==> config.mk <==
export PLATFORM = sky130hd
export DESIGN_NAME = sat_accumulator_flat
export DESIGN_NICKNAME = d
export VERILOG_FILES = /design/src/rtl/sat_accumulator_pkg.sv /design/src/rtl/sat_accumulator_if.sv /design/src/rtl/sat_accumulator_sat_add.sv /design/src/rtl/sat_accumulator.sv /design/src/flat_wrapper.sv
export SDC_FILE = /design/constraint.sdc
export NUM_CORES = 1
export LEC_CHECK = 0
export CAP_MARGIN = 20
export CORE_ASPECT_RATIO = 0.75
export CORE_MARGIN = 10
export CORE_UTILIZATION = 35
export DETAILED_ROUTE_END_ITERATION = 16
export HOLD_SLACK_MARGIN = 0.12
export SLEW_MARGIN = 30
export SYNTH_ARGS = -nofsm -noshare
export SYNTH_HDL_FRONTEND = slang
export SYNTH_SLANG_ARGS = --single-unit
==> constraint.sdc <==
create_clock -name clk -period 5.37 [get_ports clk]
set_input_delay 1.074 -clock clk [delete_from_list [all_inputs] [get_ports clk]]
set_output_delay 1.074 -clock clk [all_outputs]
set_load 0.005 [all_outputs]
==> src/rtl/sat_accumulator_pkg.sv <==
// Shared state encoding for the saturating batch accumulator.
package sat_acc_pkg;

  typedef logic [1:0] state_t;

  localparam state_t S_IDLE  = 2'b00;
  localparam state_t S_ACCUM = 2'b01;
  localparam state_t S_DONE  = 2'b10;

endpackage

==> src/rtl/sat_accumulator_if.sv <==
// Operand-pair input stream and batch-result output stream of the accumulator.
interface sat_accumulator_if #(
  parameter int DATA_W = 4,
  parameter int ACC_W  = 8
);

  logic              in_valid;
  logic              in_ready;
  logic [DATA_W-1:0] in_a;
  logic [DATA_W-1:0] in_b;
  logic              out_valid;
  logic              out_ready;
  logic [ACC_W-1:0]  out_sum;
  logic              out_sat;

  modport master (
    output in_valid, in_a, in_b, out_ready,
    input  in_ready, out_valid, out_sum, out_sat
  );

  modport slave (
    input  in_valid, in_a, in_b, out_ready,
    output in_ready, out_valid, out_sum, out_sat
  );

endinterface

==> src/rtl/sat_accumulator_sat_add.sv <==
// Saturating unsigned adder: one extra carry bit detects overflow and clamps to all ones.
module sat_add #(
  parameter int ACC_W = 8
) (
  input  logic [ACC_W-1:0] acc,
  input  logic [ACC_W-1:0] addend,
  output logic [ACC_W-1:0] sum,
  output logic             sat
);

  logic [ACC_W:0] temp;

  assign temp = {1'b0, acc} + {1'b0, addend};
  assign sat  = temp[ACC_W];
  assign sum  = temp[ACC_W] ? {ACC_W{1'b1}} : temp[ACC_W-1:0];

endmodule

==> src/rtl/sat_accumulator.sv <==
// Collects NUM_SAMPLES operand-pair sums into a saturating accumulator and
// hands the batch result downstream, flagging per-batch and sticky overflow.
module sat_accumulator
  import sat_acc_pkg::*;
#(
  parameter int DATA_W      = 4,
  parameter int ACC_W       = 8,
  parameter int NUM_SAMPLES = 4,
  parameter int CNT_W       = $clog2(NUM_SAMPLES + 1)
) (
  input  logic             clk,
  input  logic             rst_n,
  input  logic             clear,
  sat_accumulator_if.slave bus,
  output logic             ovf_sticky,
  output logic [CNT_W-1:0] sample_cnt
);

  localparam logic [CNT_W-1:0] LAST_CNT = CNT_W'(NUM_SAMPLES);

  state_t           state_reg, state_next;
  logic [ACC_W-1:0] acc_reg, acc_next;
  logic [CNT_W-1:0] cnt_reg, cnt_next;
  logic             sat_reg, sat_next;
  logic             sticky_reg, sticky_next;
  logic             out_valid_reg, out_valid_next;

  logic [DATA_W:0]  pair_sum;
  logic [ACC_W-1:0] pair_ext;
  logic [ACC_W-1:0] add_sum;
  logic             add_sat;
  logic             ready;
  logic             accept;
  logic [CNT_W-1:0] cnt_inc;

  // Pair sum is formed one bit wider than the operands so it can never wrap.
  assign pair_sum = {1'b0, bus.in_a} + {1'b0, bus.in_b};
  assign pair_ext = ACC_W'(pair_sum);
  assign cnt_inc  = cnt_reg + CNT_W'(1);
  assign ready    = rst_n && !clear && (state_reg != S_DONE);
  assign accept   = bus.in_valid && ready;

  sat_add #(.ACC_W(ACC_W)) u_sat_add (
    .acc    (acc_reg),
    .addend (pair_ext),
    .sum    (add_sum),
    .sat    (add_sat)
  );

  always_ff @(posedge clk or negedge rst_n) begin
    if (!rst_n) begin
      state_reg     <= S_IDLE;
      acc_reg       <= '0;
      cnt_reg       <= '0;
      sat_reg       <= 1'b0;
      sticky_reg    <= 1'b0;
      out_valid_reg <= 1'b0;
    end else begin
      state_reg     <= state_next;
      acc_reg       <= acc_next;
      cnt_reg       <= cnt_next;
      sat_reg       <= sat_next;
      sticky_reg    <= sticky_next;
      out_valid_reg <= out_valid_next;
    end
  end

  always_comb begin
    state_next  = state_reg;
    acc_next    = acc_reg;
    cnt_next    = cnt_reg;
    sat_next    = sat_reg;
    sticky_next = sticky_reg;
    if (clear) begin
      state_next  = S_IDLE;
      acc_next    = '0;
      cnt_next    = '0;
      sat_next    = 1'b0;
      sticky_next = 1'b0;
    end else begin
      case (state_reg)
        S_IDLE: begin
          if (accept) begin
            acc_next   = pair_ext;
            cnt_next   = CNT_W'(1);
            state_next = (NUM_SAMPLES == 1) ? S_DONE : S_ACCUM;
          end
        end
        S_ACCUM: begin
          if (accept) begin
            acc_next = add_sum;
            cnt_next = cnt_inc;
            if (add_sat) begin
              sat_next    = 1'b1;
              sticky_next = 1'b1;
            end
            if (cnt_inc == LAST_CNT) begin
              state_next = S_DONE;
            end
          end
        end
        S_DONE: begin
          // Sticky overflow deliberately survives the result transfer.
          if (bus.out_ready) begin
            state_next = S_IDLE;
            acc_next   = '0;
            cnt_next   = '0;
            sat_next   = 1'b0;
          end
        end
        default: begin
          state_next = S_IDLE;
        end
      endcase
    end
    out_valid_next = (state_next == S_DONE);
  end

  always_comb begin
    bus.in_ready  = ready;
    bus.out_valid = out_valid_reg;
    bus.out_sum   = acc_reg;
    bus.out_sat   = sat_reg;
    ovf_sticky    = sticky_reg;
    sample_cnt    = cnt_reg;
  end

endmodule

==> src/flat_wrapper.sv <==
// flat-port wrapper written by rule: the top's interface ports become plain ports
module sat_accumulator_flat import sat_acc_pkg::*;
#(
  parameter int DATA_W      = 4,
  parameter int ACC_W       = 8,
  parameter int NUM_SAMPLES = 4,
  parameter int CNT_W       = $clog2(NUM_SAMPLES + 1)
)
  (clk, rst_n, clear, ovf_sticky, sample_cnt, bus_in_valid, bus_in_a, bus_in_b, bus_out_ready, bus_in_ready, bus_out_valid, bus_out_sum, bus_out_sat);
  sat_accumulator_if #(.DATA_W(DATA_W), .ACC_W(ACC_W)) bus_i ();
  input  logic clk;
  input  logic rst_n;
  input  logic clear;
  output logic ovf_sticky;
  output logic [CNT_W-1:0] sample_cnt;
  input wire logic [$bits(bus_i.in_valid)-1:0] bus_in_valid;
  input wire logic [$bits(bus_i.in_a)-1:0] bus_in_a;
  input wire logic [$bits(bus_i.in_b)-1:0] bus_in_b;
  input wire logic [$bits(bus_i.out_ready)-1:0] bus_out_ready;
  output wire logic [$bits(bus_i.in_ready)-1:0] bus_in_ready;
  output wire logic [$bits(bus_i.out_valid)-1:0] bus_out_valid;
  output wire logic [$bits(bus_i.out_sum)-1:0] bus_out_sum;
  output wire logic [$bits(bus_i.out_sat)-1:0] bus_out_sat;
  assign bus_i.in_valid = bus_in_valid;
  assign bus_i.in_a = bus_in_a;
  assign bus_i.in_b = bus_in_b;
  assign bus_i.out_ready = bus_out_ready;
  assign bus_in_ready = bus_i.in_ready;
  assign bus_out_valid = bus_i.out_valid;
  assign bus_out_sum = bus_i.out_sum;
  assign bus_out_sat = bus_i.out_sat;
  sat_accumulator #(.DATA_W(DATA_W), .ACC_W(ACC_W), .NUM_SAMPLES(NUM_SAMPLES), .CNT_W(CNT_W)) u_core (.clk(clk), .rst_n(rst_n), .clear(clear), .bus(bus_i), .ovf_sticky(ovf_sticky), .sample_cnt(sample_cnt));
endmodule
---- Yosys cells after proc, flatten, opt, wreduce, memory -nomap -nowiden ----
Cells that the tools add are included.
storage, ports and cells
  register bits after elaboration ......... 16
  input bits .............................. 13
  output and inout port bits .............. 15
  word-level logic and storage cells ...... 55
operators by class
  add/subtract/negate cells ............... 3
  eq/ne operators ......................... 9
  muxes and demuxes ....................... 24
  reduce and logical (&&, ||, !) cells .... 13
operators with widths
  operator             count
  $mux 8               5
  $pmux 8 s3           1
  $mux 3               4
  $mux 2               5
  $add 8x5->9          1
  $pmux 3 s3           1
  $reduce_and 4->1     2
  $mux 1               6
  $ne 3x2->1 const B   2
  $ne 3x3->1 const B   2
  $pmux 2 s3           1
  $reduce_bool 2->1    3
  $add 4x4->5          1
  $eq 2x2->1 const B   2
  $reduce_bool 4->1    1
  $add 3x1->3 const B  1
  $eq 3x3->1 const B   1
  $logic_and 1x1->1    3
  $reduce_and 3->1     1
  $reduce_bool 3->1    1
  $eq 2x1->1 const B   1
  $logic_not 2->1      1
  $ne 2x2->1 const B   1
  $pmux 1 s2           1
  $logic_not 1->1      1

---- Logic depth before layout (Yosys ltp) ----
  depth in word-level cells ............... 8
  depth in mapped cells ................... 10
  mapped depth without buffers ............ 10

---- Cells and area by module ----
Synthesis repeated with hierarchy kept, for this count alone.
second synthesis, totals
  cells, all modules ...................... 166
  area, all modules ....................... 1544.0 um^2
modules (own cells, without submodules)
  module           instances  cells an instance  area each (um^2)  sequential area each (um^2)
  sat_accumulator  1          117                1156.1            400.4
  sat_add          1          49                 387.9             0.0

---- Worst setup path before layout ----
No wires, ideal clock.
  path type ............................... input port to flip-flop
  start ................................... input port bus_in_b[0]
  end ..................................... register u_core.acc_reg[3], in the netlist u_core.bus.out_sum[3]
  setup time .............................. 0.104 ns
  arrival ................................. 3.156 ns
  required time ........................... 5.266 ns
  setup slack ............................. 2.110 ns
  stages on the path ...................... 9
  buffers on the path ..................... 0
  path through ............................ ha_1 -> fa_1 -> inv_1 -> fa_1 -> and3b_1 -> o211ai_2 -> o21ai_2 -> a21oi_1 -> o41ai_2
between the ends
  longest elaborated chain between the ends .. 6
  elaborated cells between the ends (all ways) .. 7
  classes of those cells .................. add/sub (2); mux (5)
ends and longest elaborated chain
  what                    line                           source
  start: declaration      flat_wrapper.sv:18             input wire logic [$bits(bus_i.in_b)-1:0] bus_in_b;
  $add 4x4->5 (*)         sat_accumulator.sv:37          assign pair_sum = {1'b0, bus.in_a} + {1'b0, bus.in_b};
  $add 8x5->9             sat_accumulator_sat_add.sv:13  assign temp = {1'b0, acc} + {1'b0, addend};
  $mux 8                  sat_accumulator_sat_add.sv:15  assign sum = temp[ACC_W] ? {ACC_W{1'b1}} : temp[ACC_W-1:0];
  $mux 8                  sat_accumulator.sv:90          if (accept) begin
  $pmux 8 s3 (*)          sat_accumulator.sv:81          case (state_reg)
  $mux 8 (*)              sat_accumulator.sv:74          if (clear) begin
  end signal: assignment  sat_accumulator.sv:60          acc_reg <= acc_next;
  end: declaration        sat_accumulator.sv:22          logic [ACC_W-1:0] acc_reg, acc_next;
Every way passes the cells marked *; elsewhere a longest branch is shown, timed or not. The select of a mux whose other input is x is not followed.
A chain may end at the register's enable or synchronous reset.

---- Worst setup path after layout ----
  start ................................... input port bus_in_b[0]
  end ..................................... register u_core.acc_reg[4], in the netlist u_core.bus.out_sum[4]
Same word-level chain as after synthesis.

==> flow_summary.ini <==
[logic_synthesis]
ys_warn_count = 0
yosys.area.top_type = dfrtp_1
ys_seq_area_frac = 0.2896
synth_cell_types = 44
syn-cell-area_um2 = 1383
synth_top_area_share = 0.2896
avgSynthCellArea_um2 = 9.668
async_reset_ff_frac = 1.000
ys_seq_elements = 16
ys.flop_type = dfrtp_1
yosys-top-cells-area = dfrtp_1, ha_1, a21oi_1
synth_edf_count = 0
netlist_instances = 143
synth_nets = 174

[floorplanning]
fp.dieW_um = 92.58
rows = 19
io-pin-count = 28
dieArea_um2 = 6890
initial_core_util = 0.3704
die_h_um = 74.43
core_region_area_um2 = 3732

[cells_and_area]
fill_cells = 362
largest_register_ffs = 8
multi_input_area_um2 = 924.6
diodes = 0
drive_gt1_frac = 0.08772
regArea_um2 = 400.4
nets = 204
areaGrowthSynthToFinish_pct = 26.06

[grt]
grt_pass1_vias = 1133
grt.overflow.total = 0
grt_max_degree = 21
grt_pass1_wl_um = 5685
antenna_found_initial = 0
grt_usage = 0.1018

[place]
port_buffers = 27
place_ws_ps = 1427
gp_congestion = 0.8108
hpwlAfterDp_um = 2799

[clock_tree]
cts_sinks = 16
post-cts-setup-buffer-count = 0
clock_latency_ps = 250
cts_tree = built
ctsHoldBuffers = 0
cts_max_level = 1
clkTransAtPathRegs_ps = 60
cts-resized-gates = 0
cts_inserted_buffers = 3
clock-root-buffer = clkbuf_8
clockBufferDepth = 2

[power_and_ir_drop]
irDropWorstVdd_mv = 0.08209
pwr_density_cell_nw_per_um2 = 200.1
p_leak_nw = 0.8069

[timing]
grt_setup_unrepaired = false
fmax_mhz = 271.5
hold_viol = 0
min_period_over_period = 0.6860
tightest_slew_ps = 656.0
min_period_ps = 3684
maxSlewHeadroom = 0.5613
finalSetupViolations = 0
report.final.slew_viol_count = 0
skew_ps = 1.729
tns_ps = 0
setup_slack_ps = 1686

[critical_path]
crit_arrival_ps = 3820
crit_path_start_kind = input pin
crit_path_end_kind = flop
path_max_fanout = 6
criticalPathCategory = in -> reg
crit_required_ps = 5510

[route]
wire_per_inst_um = 15.53
ant_nets = 0
via_count = 1189
first_pass_iters = 4
drt_iter0_markers = 57
drt_wl_total_um = 3464
viasPerCell = 5.332
route.detailed.drc = 0

[outcome]
status = complete, no violations

[hold_path]
hold_path.class = reg -> reg

[job]
drv_cap = 0
## Yosys cell counts (3+ instances only)
| cell type | instances |
|---|---|
| a21oi_1 | 10 |
| nor2_1 | 12 |
| o31ai_1 | 3 |
| nor3_1 | 4 |
| o21ai_1 | 5 |
| inv_1 | 7 |
| dfrtp_1 | 16 |
| a21o_1 | 6 |
| a211o_1 | 3 |
| ha_1 | 16 |
| xor2_1 | 4 |
| mux2i_1 | 3 |
| nand2_1 | 13 |
## metrics by stage
step	cell area [um2]	power, mW	hold slack (ps)	instances	util
3_3_place_gp	1702	0.2552	485.5	220	0.4559
4_1_cts	1743	0.3527	510.4	223	0.4670
5_1_grt	1743	0.3734	535.1	223	0.4670
3_5_place_dp	1702	0.2596	496.6	220	0.4559
2_1_floorplan	1383	0.2141	488.8	143	-
6_report	1743	0.3487	497.7	223	0.4670
## routing by layer
layer / routed length (um) / track usage / up-vias
met5: 0 / 0 / -
met4: 27 / 0.02560 / 0
met3: 270 / 0.04020 / 4
met2: 1626 / 0.1625 / 21
met1: 1540 / 0.1265 / 582
li1: - / - / 582
## where the power goes
group          leakage [nW]  switching (mW)  total (mW)  internal, mW
Sequential            0.218         0.00729       0.134         0.127
Clock                0.0216          0.0419      0.0918        0.0498
Combinational         0.568          0.0637       0.123        0.0591
Total                 0.807           0.113       0.349         0.236
## final cells by class
| type | count | area share |
|---|---|---|
| clock buffer | 3 | 0.02369 |
| inverter | 7 | 0.01508 |
| multi-input combinational | 116 | 0.5305 |
| sequential | 16 | 0.2297 |
| tap | 52 | 0.03733 |
| timing repair buffer | 29 | 0.1637 |
## kinds of logic after synthesis
| kind of cell | Yosys count | share of synthesized area |
|---|---|---|
| AOI/OAI and AO/OA | 49 | 0.2887 |
| xor gates and xnor gates | 6 | 0.03801 |
| adders and majority gates | 18 | 0.1738 |
| buffers and inverters | 11 | 0.04163 |
| DFF | 16 | 0.2896 |
| muxes | 3 | 0.02172 |
| and+or+nand+nor | 40 | 0.1466 |
## critical path: stages
cell and delay [ps]:
clkdlybuf4s50_1 400, ha_1 230, fa_1 540, inv_1 70
fa_1 440, and3b_1 300, o211ai_2 180, o21ai_2 180
a21oi_1 50, o41ai_1 340
## worst paths after layout
kind,start,end,slack [ps],cells after the start
setup reg to reg,u_core.state_reg[1],u_core.bus.out_sum[5],3130,6
min in group asynchronous,rst_n,u_core.bus.out_sum[6],1160,2
setup / recovery,bus_in_b[0],u_core.bus.out_sum[4],1690,10
hold / removal,u_core.ovf_sticky,u_core.ovf_sticky,500,2
max in group asynchronous,rst_n,u_core.bus.out_sum[2],4000,2
hold reg to reg,u_core.ovf_sticky,u_core.ovf_sticky,500,2
## cells in the final DEF, fill, tap and decap left out, types with 3 or more instances in the layout
master / instances
a211o_1: 3
a21o_1: 6
a21oi_1: 10
clkbuf_8: 3
clkdlybuf4s50_1: 27
dfrtp_1: 16
ha_1: 16
inv_1: 7
mux2i_1: 3
nand2_1: 13
nor2_1: 12
nor3_1: 4
o21ai_1: 5
o31ai_1: 3
xor2_1: 4
Power figures use the tool's default switching activity.
